$ cat config.mk
export PLATFORM = sky130hd
export DESIGN_NAME = sdp_ram_be_clr
export DESIGN_NICKNAME = d
export VERILOG_FILES = /design/src/rtl/sdp_ram_pkg.sv /design/src/rtl/ram_clear_sequencer.sv /design/src/rtl/sdp_ram_be_clr.sv
export SDC_FILE = /design/constraint.sdc
export NUM_CORES = 1
export LEC_CHECK = 0
export ABC_AREA = 1
export CAP_MARGIN = 20
export CORE_MARGIN = 2
export CORE_UTILIZATION = 44
export DETAILED_ROUTE_END_ITERATION = 10
export GPL_TIMING_DRIVEN = 1
export SYNTH_ARGS = -nofsm -noshare
export SYNTH_HDL_FRONTEND = slang
export SYNTH_HIERARCHICAL = 1
export SYNTH_SLANG_ARGS = --single-unit
$ cat constraint.sdc
create_clock -name clk -period 2.1 [get_ports clk]
set_clock_uncertainty 0.1 [all_clocks]
set_input_delay 0.315 -clock clk [delete_from_list [all_inputs] [get_ports clk]]
set_output_delay 0.315 -clock clk [all_outputs]
set_load 0.005 [all_outputs]
$ cat src/rtl/sdp_ram_pkg.sv
// rtl/sdp_ram_pkg.sv - shared types, constants and lane-merge helper for sdp_ram_be_clr
package sdp_ram_pkg;

    // Clear sequencer states
    typedef enum logic {
        ST_READY = 1'b0,
        ST_CLEAR = 1'b1
    } clr_state_t;

    // Read-during-write behaviour selectors
    localparam int RDW_READ_FIRST  = 0;
    localparam int RDW_WRITE_FIRST = 1;

    // Widest word the merge helper handles; callers zero-extend into it
    localparam int MERGE_W = 256;

    // Per-lane merge: lanes with be set take new_word, the rest keep old_word
    function automatic logic [MERGE_W-1:0] lane_merge(
        input logic [MERGE_W-1:0] old_word,
        input logic [MERGE_W-1:0] new_word,
        input logic [MERGE_W-1:0] be,
        input int                 lane_width
    );
        logic [MERGE_W-1:0] merged;
        logic [7:0]         lane;
        for (int i = 0; i < MERGE_W; i++) begin
            lane      = 8'(i / lane_width);
            merged[i] = be[lane] ? new_word[i] : old_word[i];
        end
        return merged;
    endfunction

endpackage

$ cat src/rtl/ram_clear_sequencer.sv
// rtl/ram_clear_sequencer.sv - clear sweep FSM and write-port arbitration
module ram_clear_sequencer
    import sdp_ram_pkg::*;
#(
    parameter int                   WIDTH_MEM      = 32,
    parameter int                   DEPTH_MEM      = 16,
    parameter int                   NUM_LANES      = 4,
    parameter int                   AW             = 4,
    parameter int                   CLEAR_ON_RESET = 1,
    parameter logic [WIDTH_MEM-1:0] CLEAR_VALUE    = '0
) (
    input  logic                 clk,
    input  logic                 rst,
    input  logic                 clear_req,
    input  logic                 wr_enable,
    input  logic [NUM_LANES-1:0] wr_be,
    input  logic [AW-1:0]        wr_address,
    input  logic [WIDTH_MEM-1:0] wr_data,
    input  logic                 rd_enable,
    output logic                 init_busy,
    output logic                 mem_we,
    output logic [NUM_LANES-1:0] mem_be,
    output logic [AW-1:0]        mem_addr,
    output logic [WIDTH_MEM-1:0] mem_data,
    output logic                 rd_accept
);

    localparam logic [AW-1:0] LAST_ADDR   = AW'(DEPTH_MEM - 1);
    localparam clr_state_t    RESET_STATE = (CLEAR_ON_RESET != 0) ? ST_CLEAR : ST_READY;

    clr_state_t    state;
    clr_state_t    state_next;
    logic [AW-1:0] clr_addr;
    logic [AW-1:0] clr_addr_next;
    logic          user_ok;

    // State and sweep address registers; reset restarts any sweep from entry 0
    always_ff @(posedge clk) begin
        if (rst) begin
            state    <= RESET_STATE;
            clr_addr <= '0;
        end else begin
            state    <= state_next;
            clr_addr <= clr_addr_next;
        end
    end

    // Next-state logic: one entry per cycle while clearing, requests ignored mid-sweep
    always_comb begin
        state_next    = state;
        clr_addr_next = clr_addr;
        case (state)
            ST_READY: begin
                if (clear_req) begin
                    state_next    = ST_CLEAR;
                    clr_addr_next = '0;
                end
            end
            ST_CLEAR: begin
                if (clr_addr == LAST_ADDR) begin
                    state_next    = ST_READY;
                    clr_addr_next = '0;
                end else begin
                    clr_addr_next = clr_addr + 1'b1;
                end
            end
            default: begin
                state_next    = RESET_STATE;
                clr_addr_next = '0;
            end
        endcase
    end

    // User traffic only passes in READY, and not in the cycle that requests a clear
    assign user_ok   = (state == ST_READY) && !clear_req && !rst;
    assign rd_accept = user_ok && rd_enable;

    // Write-port mux: the sweep owns the port while clearing, otherwise the user does
    always_comb begin
        init_busy = (state == ST_CLEAR);
        mem_we    = 1'b0;
        mem_be    = '0;
        mem_addr  = wr_address;
        mem_data  = wr_data;
        if ((state == ST_CLEAR) && !rst) begin
            mem_we   = 1'b1;
            mem_be   = '1;
            mem_addr = clr_addr;
            mem_data = CLEAR_VALUE;
        end else if (user_ok && wr_enable) begin
            mem_we = 1'b1;
            mem_be = wr_be;
        end
    end

endmodule

$ cat src/rtl/sdp_ram_be_clr.sv
// rtl/sdp_ram_be_clr.sv - simple-dual-port RAM with byte enables, read pipeline and clear sweep
module sdp_ram_be_clr
    import sdp_ram_pkg::*;
#(
    parameter int                   WIDTH_MEM      = 32,
    parameter int                   DEPTH_MEM      = 16,
    parameter int                   LANE_WIDTH     = 8,
    parameter int                   RD_LATENCY     = 1,
    parameter int                   RDW_MODE       = 0,
    parameter int                   CLEAR_ON_RESET = 1,
    parameter logic [WIDTH_MEM-1:0] CLEAR_VALUE    = '0,
    localparam int                  NUM_LANES      = WIDTH_MEM / LANE_WIDTH,
    localparam int                  AW             = (DEPTH_MEM > 1) ? $clog2(DEPTH_MEM) : 1
) (
    input  logic                 clk,
    input  logic                 rst,
    input  logic                 clear_req,
    output logic                 init_busy,
    input  logic                 wr_enable,
    input  logic [NUM_LANES-1:0] wr_be,
    input  logic [AW-1:0]        wr_address,
    input  logic [WIDTH_MEM-1:0] wr_data,
    input  logic                 rd_enable,
    input  logic [AW-1:0]        rd_address,
    output logic [WIDTH_MEM-1:0] rd_data,
    output logic                 rd_valid
);

    localparam logic [AW:0] DEPTH_L = (AW + 1)'(DEPTH_MEM);

    logic [WIDTH_MEM-1:0] mem [DEPTH_MEM];

    logic                 mem_we;
    logic [NUM_LANES-1:0] mem_be;
    logic [AW-1:0]        mem_addr;
    logic [WIDTH_MEM-1:0] mem_data;
    logic                 rd_accept;
    logic                 wr_in_range;
    logic                 rd_in_range;
    logic [WIDTH_MEM-1:0] rd_word;
    logic                 s1_valid;
    logic [WIDTH_MEM-1:0] s1_data;

    ram_clear_sequencer #(
        .WIDTH_MEM      (WIDTH_MEM),
        .DEPTH_MEM      (DEPTH_MEM),
        .NUM_LANES      (NUM_LANES),
        .AW             (AW),
        .CLEAR_ON_RESET (CLEAR_ON_RESET),
        .CLEAR_VALUE    (CLEAR_VALUE)
    ) u_seq (
        .clk        (clk),
        .rst        (rst),
        .clear_req  (clear_req),
        .wr_enable  (wr_enable),
        .wr_be      (wr_be),
        .wr_address (wr_address),
        .wr_data    (wr_data),
        .rd_enable  (rd_enable),
        .init_busy  (init_busy),
        .mem_we     (mem_we),
        .mem_be     (mem_be),
        .mem_addr   (mem_addr),
        .mem_data   (mem_data),
        .rd_accept  (rd_accept)
    );

    assign wr_in_range = {1'b0, mem_addr} < DEPTH_L;
    assign rd_in_range = {1'b0, rd_address} < DEPTH_L;

    // Lane-granular write; out-of-range addresses are silently dropped
    always_ff @(posedge clk) begin
        if (mem_we && wr_in_range) begin
            for (int i = 0; i < NUM_LANES; i++) begin
                if (mem_be[i]) begin
                    mem[mem_addr][i*LANE_WIDTH +: LANE_WIDTH] <= mem_data[i*LANE_WIDTH +: LANE_WIDTH];
                end
            end
        end
    end

    // Read word selection, with same-cycle write bypass in write-first mode
    always_comb begin
        rd_word = '0;
        if (rd_in_range) begin
            rd_word = mem[rd_address];
            if ((RDW_MODE == RDW_WRITE_FIRST) && mem_we && (mem_addr == rd_address)) begin
                rd_word = WIDTH_MEM'(lane_merge(MERGE_W'(mem[rd_address]), MERGE_W'(mem_data),
                                                MERGE_W'(mem_be), LANE_WIDTH));
            end
        end
    end

    // First read stage; data holds between accepted reads
    always_ff @(posedge clk) begin
        if (rst) begin
            s1_valid <= 1'b0;
            s1_data  <= '0;
        end else begin
            s1_valid <= rd_accept;
            if (rd_accept) begin
                s1_data <= rd_word;
            end
        end
    end

    if (RD_LATENCY == 2) begin : g_lat2
        logic                 s2_valid;
        logic [WIDTH_MEM-1:0] s2_data;

        // Extra output register stage for the two-cycle latency build
        always_ff @(posedge clk) begin
            if (rst) begin
                s2_valid <= 1'b0;
                s2_data  <= '0;
            end else begin
                s2_valid <= s1_valid;
                if (s1_valid) begin
                    s2_data <= s1_data;
                end
            end
        end

        assign rd_valid = s2_valid;
        assign rd_data  = s2_data;
    end else begin : g_lat1
        assign rd_valid = s1_valid;
        assign rd_data  = s1_data;
    end

endmodule

* Word-level counts from Yosys, hierarchy flattened
Memory sizes are Yosys's and may differ from the RTL's. A register that Yosys moved wholly into a read port is not among the register bits.
Index checks and enable logic that the tools add are counted.
** Cells by class
- $add $sub $neg :: 1
- Eq/ne operators :: 2
- Multiplexer cells :: 24
- Bitwise logic cells :: 1
- Reductions and logical operators :: 7
** Operators with widths (number)
- 2-to-1 mux 32 bit :: 1
- 2-to-1 mux 4 bit :: 5
- 2-to-1 mux 1 bit :: 16
- case mux 4 bit (2 select lines) :: 1
- logical AND 1 bit :: 5
- adder 4 x 1 -> 4 bit, second input constant :: 1
- equality test 4 bit, second input constant :: 1
- zero test 1 bit :: 2
- inequality test 2 bit, second input constant :: 1
- case mux 1 bit (2 select lines) :: 1
- inverter 1 bit :: 1
** Storage, ports and cells
- Register bits after elaboration :: 6
- Memory bits (writable) :: 512
- Input bits :: 49
- Output and inout port bits :: 34
- Logic and storage cells :: 39
- Memories :: 1
** Memories
- mem :: depth 16, bits a word 32, read ports 1, clocked after memory_dff 1, write ports 1, RTL line sdp_ram_be_clr.sv:31 : logic [WIDTH_MEM-1:0] mem [DEPTH_MEM];

* Depth between registers and ports, before layout
- Depth in word-level cells :: 9
- Mapped depth :: 12
- Gate-level depth less buffers :: 9

* Cells and area by module
Netlist, hierarchy kept.
** By module, submodules not included
- sdp_ram_be_clr :: times used 1, cells each 1953, area an instance 22231.3 um2, seq. area each 16035.4 um2
- ram_clear_sequencer :: times used 1, cells each 127, area an instance 618.1 um2, seq. area each 100.1 um2

* Worst setup path before layout
Ideal clock, no wire load.
- Path type :: flip-flop to flip-flop
- Start point :: register u_seq.state (netlist: u_seq/init_busy)
- End point :: memory mem[10][0] (enable)
- Setup time :: 370 ps
- Arrival time :: 1786 ps
- Required time :: 1630 ps
- Path slack :: -156 ps
- Stages on the path, launching flop included :: 7
- Buffers on the path :: 1
- Period minus slack after synthesis :: 2256 ps
- Cell sequence :: dfxtp_1 -> nor2_1 -> nand2_1 -> o21ai_0 -> nand2_1 -> clkbuf_1 -> nor2_1
** Between the ends
- Elaborated cells on any way between the ends :: 13
- Classes of those cells :: mux (8); bitwise (1); reduce/logical (4)
** RTL lines
- from (decl) :: RTL line ram_clear_sequencer.sv:31 : clr_state_t state;
- from (signal assigned) :: RTL line ram_clear_sequencer.sv:43 : state <= state_next;
- inverter 1 bit :: RTL line ram_clear_sequencer.sv:75 : assign user_ok = (state == ST_READY) && !clear_req && !rst;
- logical AND 1 bit (2 in a row) :: RTL line ram_clear_sequencer.sv:75
- logical AND 1 bit :: RTL line ram_clear_sequencer.sv:90 : end else if (user_ok && wr_enable) begin
- 2-to-1 mux 1 bit :: RTL line ram_clear_sequencer.sv:90
- 2-to-1 mux 1 bit * :: RTL line ram_clear_sequencer.sv:85 : if ((state == ST_CLEAR) && !rst) begin
- net mem_we :: RTL line sdp_ram_be_clr.sv:33 : logic mem_we;
- 2-to-1 mux 1 bit * :: RTL line sdp_ram_be_clr.sv:73 : if (mem_we && wr_in_range) begin
- 2-to-1 mux 1 bit (not written as such) * :: RTL line sdp_ram_be_clr.sv:76 : mem[mem_addr][i*LANE_WIDTH +: LANE_WIDTH] <= mem_data[i*LANE_WIDTH +: LANE_WIDTH];
- to (decl) :: RTL line sdp_ram_be_clr.sv:31
Mark *: on every way through the listed nets, which the timed path passes. The rest lies on a longest branch.

* Worst setup path after layout
- Start point :: register u_seq.state (netlist: u_seq/init_busy)
- End point :: memory mem[15][19] (enable)
** Between the ends
- Elaborated cells on any way between the ends :: 13
- Classes of those cells :: mux (8); bitwise (1); reduce/logical (4)
** RTL lines
- logical AND 1 bit :: RTL line ram_clear_sequencer.sv:85
- 2-to-1 mux 4 bit :: RTL line ram_clear_sequencer.sv:85
- net mem_addr[1] :: RTL line sdp_ram_be_clr.sv:35 : logic [AW-1:0] mem_addr;
The timed path passes the listed nets, and every way through them passes these cells.

==> results.py <==
metrics = {
    "run_status": {
        "outcome": "complete, but fails checks",
        "failed_checks": "negative setup slack",
    },
    "cells_and_area": {
        "syn_to_final_growth_pct": 19.92,
        "stdcell_count": 2985,
        "final_area_mm2": 0.02740,
        "drive_gt1_share_pct": 14.32,
        "layout.nets": 2308,
        "num_antenna_cells": 0,
        "fill_cells": 4502,
    },
    "synth": {
        "synth_edf_count": 512,
        "synth.distinct_cells": 22,
        "syn-instance-count": 2080,
        "synth_ff_type": "edfxtp_1",
        "yosys_warnings": 6,
        "yosysMostFrequentCell": "nand2_1",
        "synthesis.area_mm2": 0.02285,
        "syn_nets": 2130,
        "seq_area_frac_synth_pct": 70.62,
        "synth.top_cell.area_share_pct": 67.29,
        "synthTopCellsByCount": "nand2_1, edfxtp_1, nand3_1",
        "yosys.area.top_type": "edfxtp_1",
        "synth_area_leaders": "edfxtp_1, nand2_1, nand3_1, dfxtp_1, nor2_1",
        "async_flop_share_pct": 0,
        "syn_area_per_cell_um2": 10.99,
        "ys_ff_latch": 550,
    },
    "timing": {
        "slew_viol_final": 0,
        "max_slew_margin_pct": 62.91,
        "finalSetupTns_ns": -0.9799,
        "fin_ws_ns": -0.03525,
        "whs_ns": 0.2262,
        "hold_viol_final": 0,
        "layout_min_cycle_time_ns": 2.135,
        "grt_setup_unrepaired": "true",
        "timing.final.setup_violations": 59,
        "timing.fmax_mhz": 468.3,
        "tightest_slew_ns": 0.5563,
        "fin_crit_sh_pct": 101.7,
    },
    "clock_tree": {
        "cts_tree": "built",
        "cts.clk_slew.worst_paths_ns": 0.06,
        "clock_latency_ns": 0.61,
        "h-tree-depth": 2,
        "numClockSinks": 550,
        "cts-buffers-inserted": 58,
        "cts_buffer_depth": 3,
        "cts_root_buffer": "clkbuf_16",
    },
    "floorplanning": {
        "die_h_um": 231.9,
        "ios": 83,
        "die_x_um": 231.9,
        "start_util_pct": 44.54,
        "coreArea_mm2": 0.05130,
        "rows": 83,
        "dieArea_mm2": 0.05377,
    },
    "power_and_ir_drop": {
        "p_int_mw": 18.25,
        "finalPower_mw": 23.50,
        "switching_share_pct": 22.35,
        "power.switching_mw": 5.252,
        "combPwrFrac_pct": 7.1,
        "ir_drop_mv": 0.5946,
        "pwr-share-clk_pct": 41.4,
        "powerDensity_mw_per_mm2": 857.6,
        "leakage_nw": 10.42,
        "pwr-share-seq_pct": 51.5,
    },
    "setup_path": {
        "worstSetupEndpointType": "flip-flop",
        "crit_path_max_incr_delay_ns": 0.33,
        "worst_setup_path_start_kind": "flip-flop",
        "worstReg2RegStart": "u_seq/init_busy",
        "r2r_setup_slack_ns": -0.04,
        "arrival_ns": 2.34,
        "worstReg2RegEnd": "mem[15][19]",
        "crit_fanout": 8,
        "path_cells": "inv_2, nor2_4, inv_6, o21ai_4, nand2_1, inv_2, nand2_1, buf_4, nor2_1, buf_4",
        "r2r_cells": 10,
        "cp.required_ns": 2.31,
        "path_buf_inv": 5,
        "path_class": "flip-flop to flip-flop",
        "slowest_stage": "dfxtp_2",
        "crit_family": "buffers and inverters",
    },
    "global_route": {
        "antenna_found_initial": 0,
        "grt_start_max_net_pins": 112,
        "grt_use_total_pct": 22.35,
        "grt_pass1_vias": 15134,
        "grt_pass1_wl_mm": 89.50,
        "gr-total-overflow": 0,
    },
    "routing": {
        "num_vias": 15733,
        "wire_per_inst_um": 20.13,
        "vias_per_cell": 5.271,
        "postRouteWirelength_mm": 60.08,
        "drtIter0Drc": 1716,
        "drcViolationCount": 0,
        "dr.pass1.iters": 5,
        "final_antenna_net_count": 0,
    },
    "placed_design": {
        "dpl-instance-area_mm2": 0.02535,
        "place_congestion": 0.8397,
        "place_hpwl_mm": 38.39,
        "dp_cells": 2875,
        "portBuffers": 82,
    },
    "min_path": {
        "holdPathEnd": "rd_valid",
        "hold_class": "primary input to flip-flop",
        "worstHoldPathCells": 3,
        "min_from": "rst",
    },
    "job": {
        "cap_violations": 0,
    },
}
cell type report:
type | count | area (um2) | share of cell area [%]
Clock inverter | 27 | 207.7 | 0.7580
Inverter | 84 | 327.8 | 1.196
Sequential cell | 550 | 16140 | 58.89
Tap cell | 680 | 850.8 | 3.105
Clock buffer | 80 | 1595 | 5.822
Timing Repair Buffer | 242 | 2377 | 8.676
Multi-Input combinational cell | 1322 | 5904 | 21.55
placed cells by master (no fill, tap or decap), types with 36 or more instances in the layout:
cell,synthesis,layout
buf_4,19,113
clkbuf_16,0,59
clkdlybuf4s50_1,0,77
dfxtp_1,38,37
edfxtp_1,512,512
inv_1,80,75
nand2_1,718,709
nand3_1,421,421
nor2_1,171,112
nor2_4,1,36
worst min-delay path, stage by stage:
cell    delay [ns]
buf_2         0.12
buf_4         0.30
nor2_1        0.15
logic make-up after synthesis:
group           Yosys count  share of synthesized area (%)
compound gates            8                         0.2245
flops                   550                          70.62
simple gates           1313                          23.93
fa+ha+maj                 1                        0.05475
buf+inv                 208                          5.175
repair_timing:
item	in CTS	in global routing
pin swaps	2	19
hold buffers	1	0
endpoints found under the setup margin	312	485
endpoints found under the hold margin	1	0
setup buffers	0	2
cloned	0	0
resized for setup	16	47
per-stage QoR:
stage | worst slack, ns | utilization, %
6_report | -0.03525 | 53.41
5_1_grt | -0.1377 | 53.41
4_1_cts | -0.01627 | 53.06
3_5_place_dp | -0.3054 | 49.42
3_3_place_gp | -0.2938 | 49.42
2_1_floorplan | -0.1172 | -
worst max path at each step:
stage | startpoint | end | slack [ns] | cells past startpoint
2_1_floorplan | u_seq/init_busy | mem[11][0] | -0.12 | 6
3_3_place_gp | clear_req | mem[11][6] | -0.29 | 9
3_5_place_dp | wr_address[2] | mem[11][6] | -0.31 | 9
4_1_cts | u_seq/init_busy | mem[10][18] | -0.02 | 10
5_1_grt | u_seq/init_busy | mem[15][19] | -0.14 | 10
6_report | u_seq/init_busy | mem[15][19] | -0.04 | 10
sequential cells by signal, indices dropped and copies added, names as in the netlist:
| register | flops |
|---|---|
| mem | 512 |
| rd_data | 32 |
| rd_valid | 1 |
| u_seq/clr_addr | 4 |
| u_seq/init_busy | 1 |
power by group through the flow:
stage	combinational (mW)	sequential (mW)	clock, mW
6_report	1.68	12.1	9.73
5_1_grt	1.82	12.1	10.3
4_1_cts	1.65	12.1	9.86
3_5_place_dp	1.63	12.3	0
3_3_place_gp	1.62	12.3	0
2_1_floorplan	0.957	12.3	0
routing by layer:
metal,global-route usage (%),wire [um],up-vias
li1,-,-,7438
met1,30.31,25460,7570
met2,36.63,28480,616
met3,4.285,4499,109
met4,6.631,1646,0
met5,0,0,-
Power figures use the tool's default switching activity.
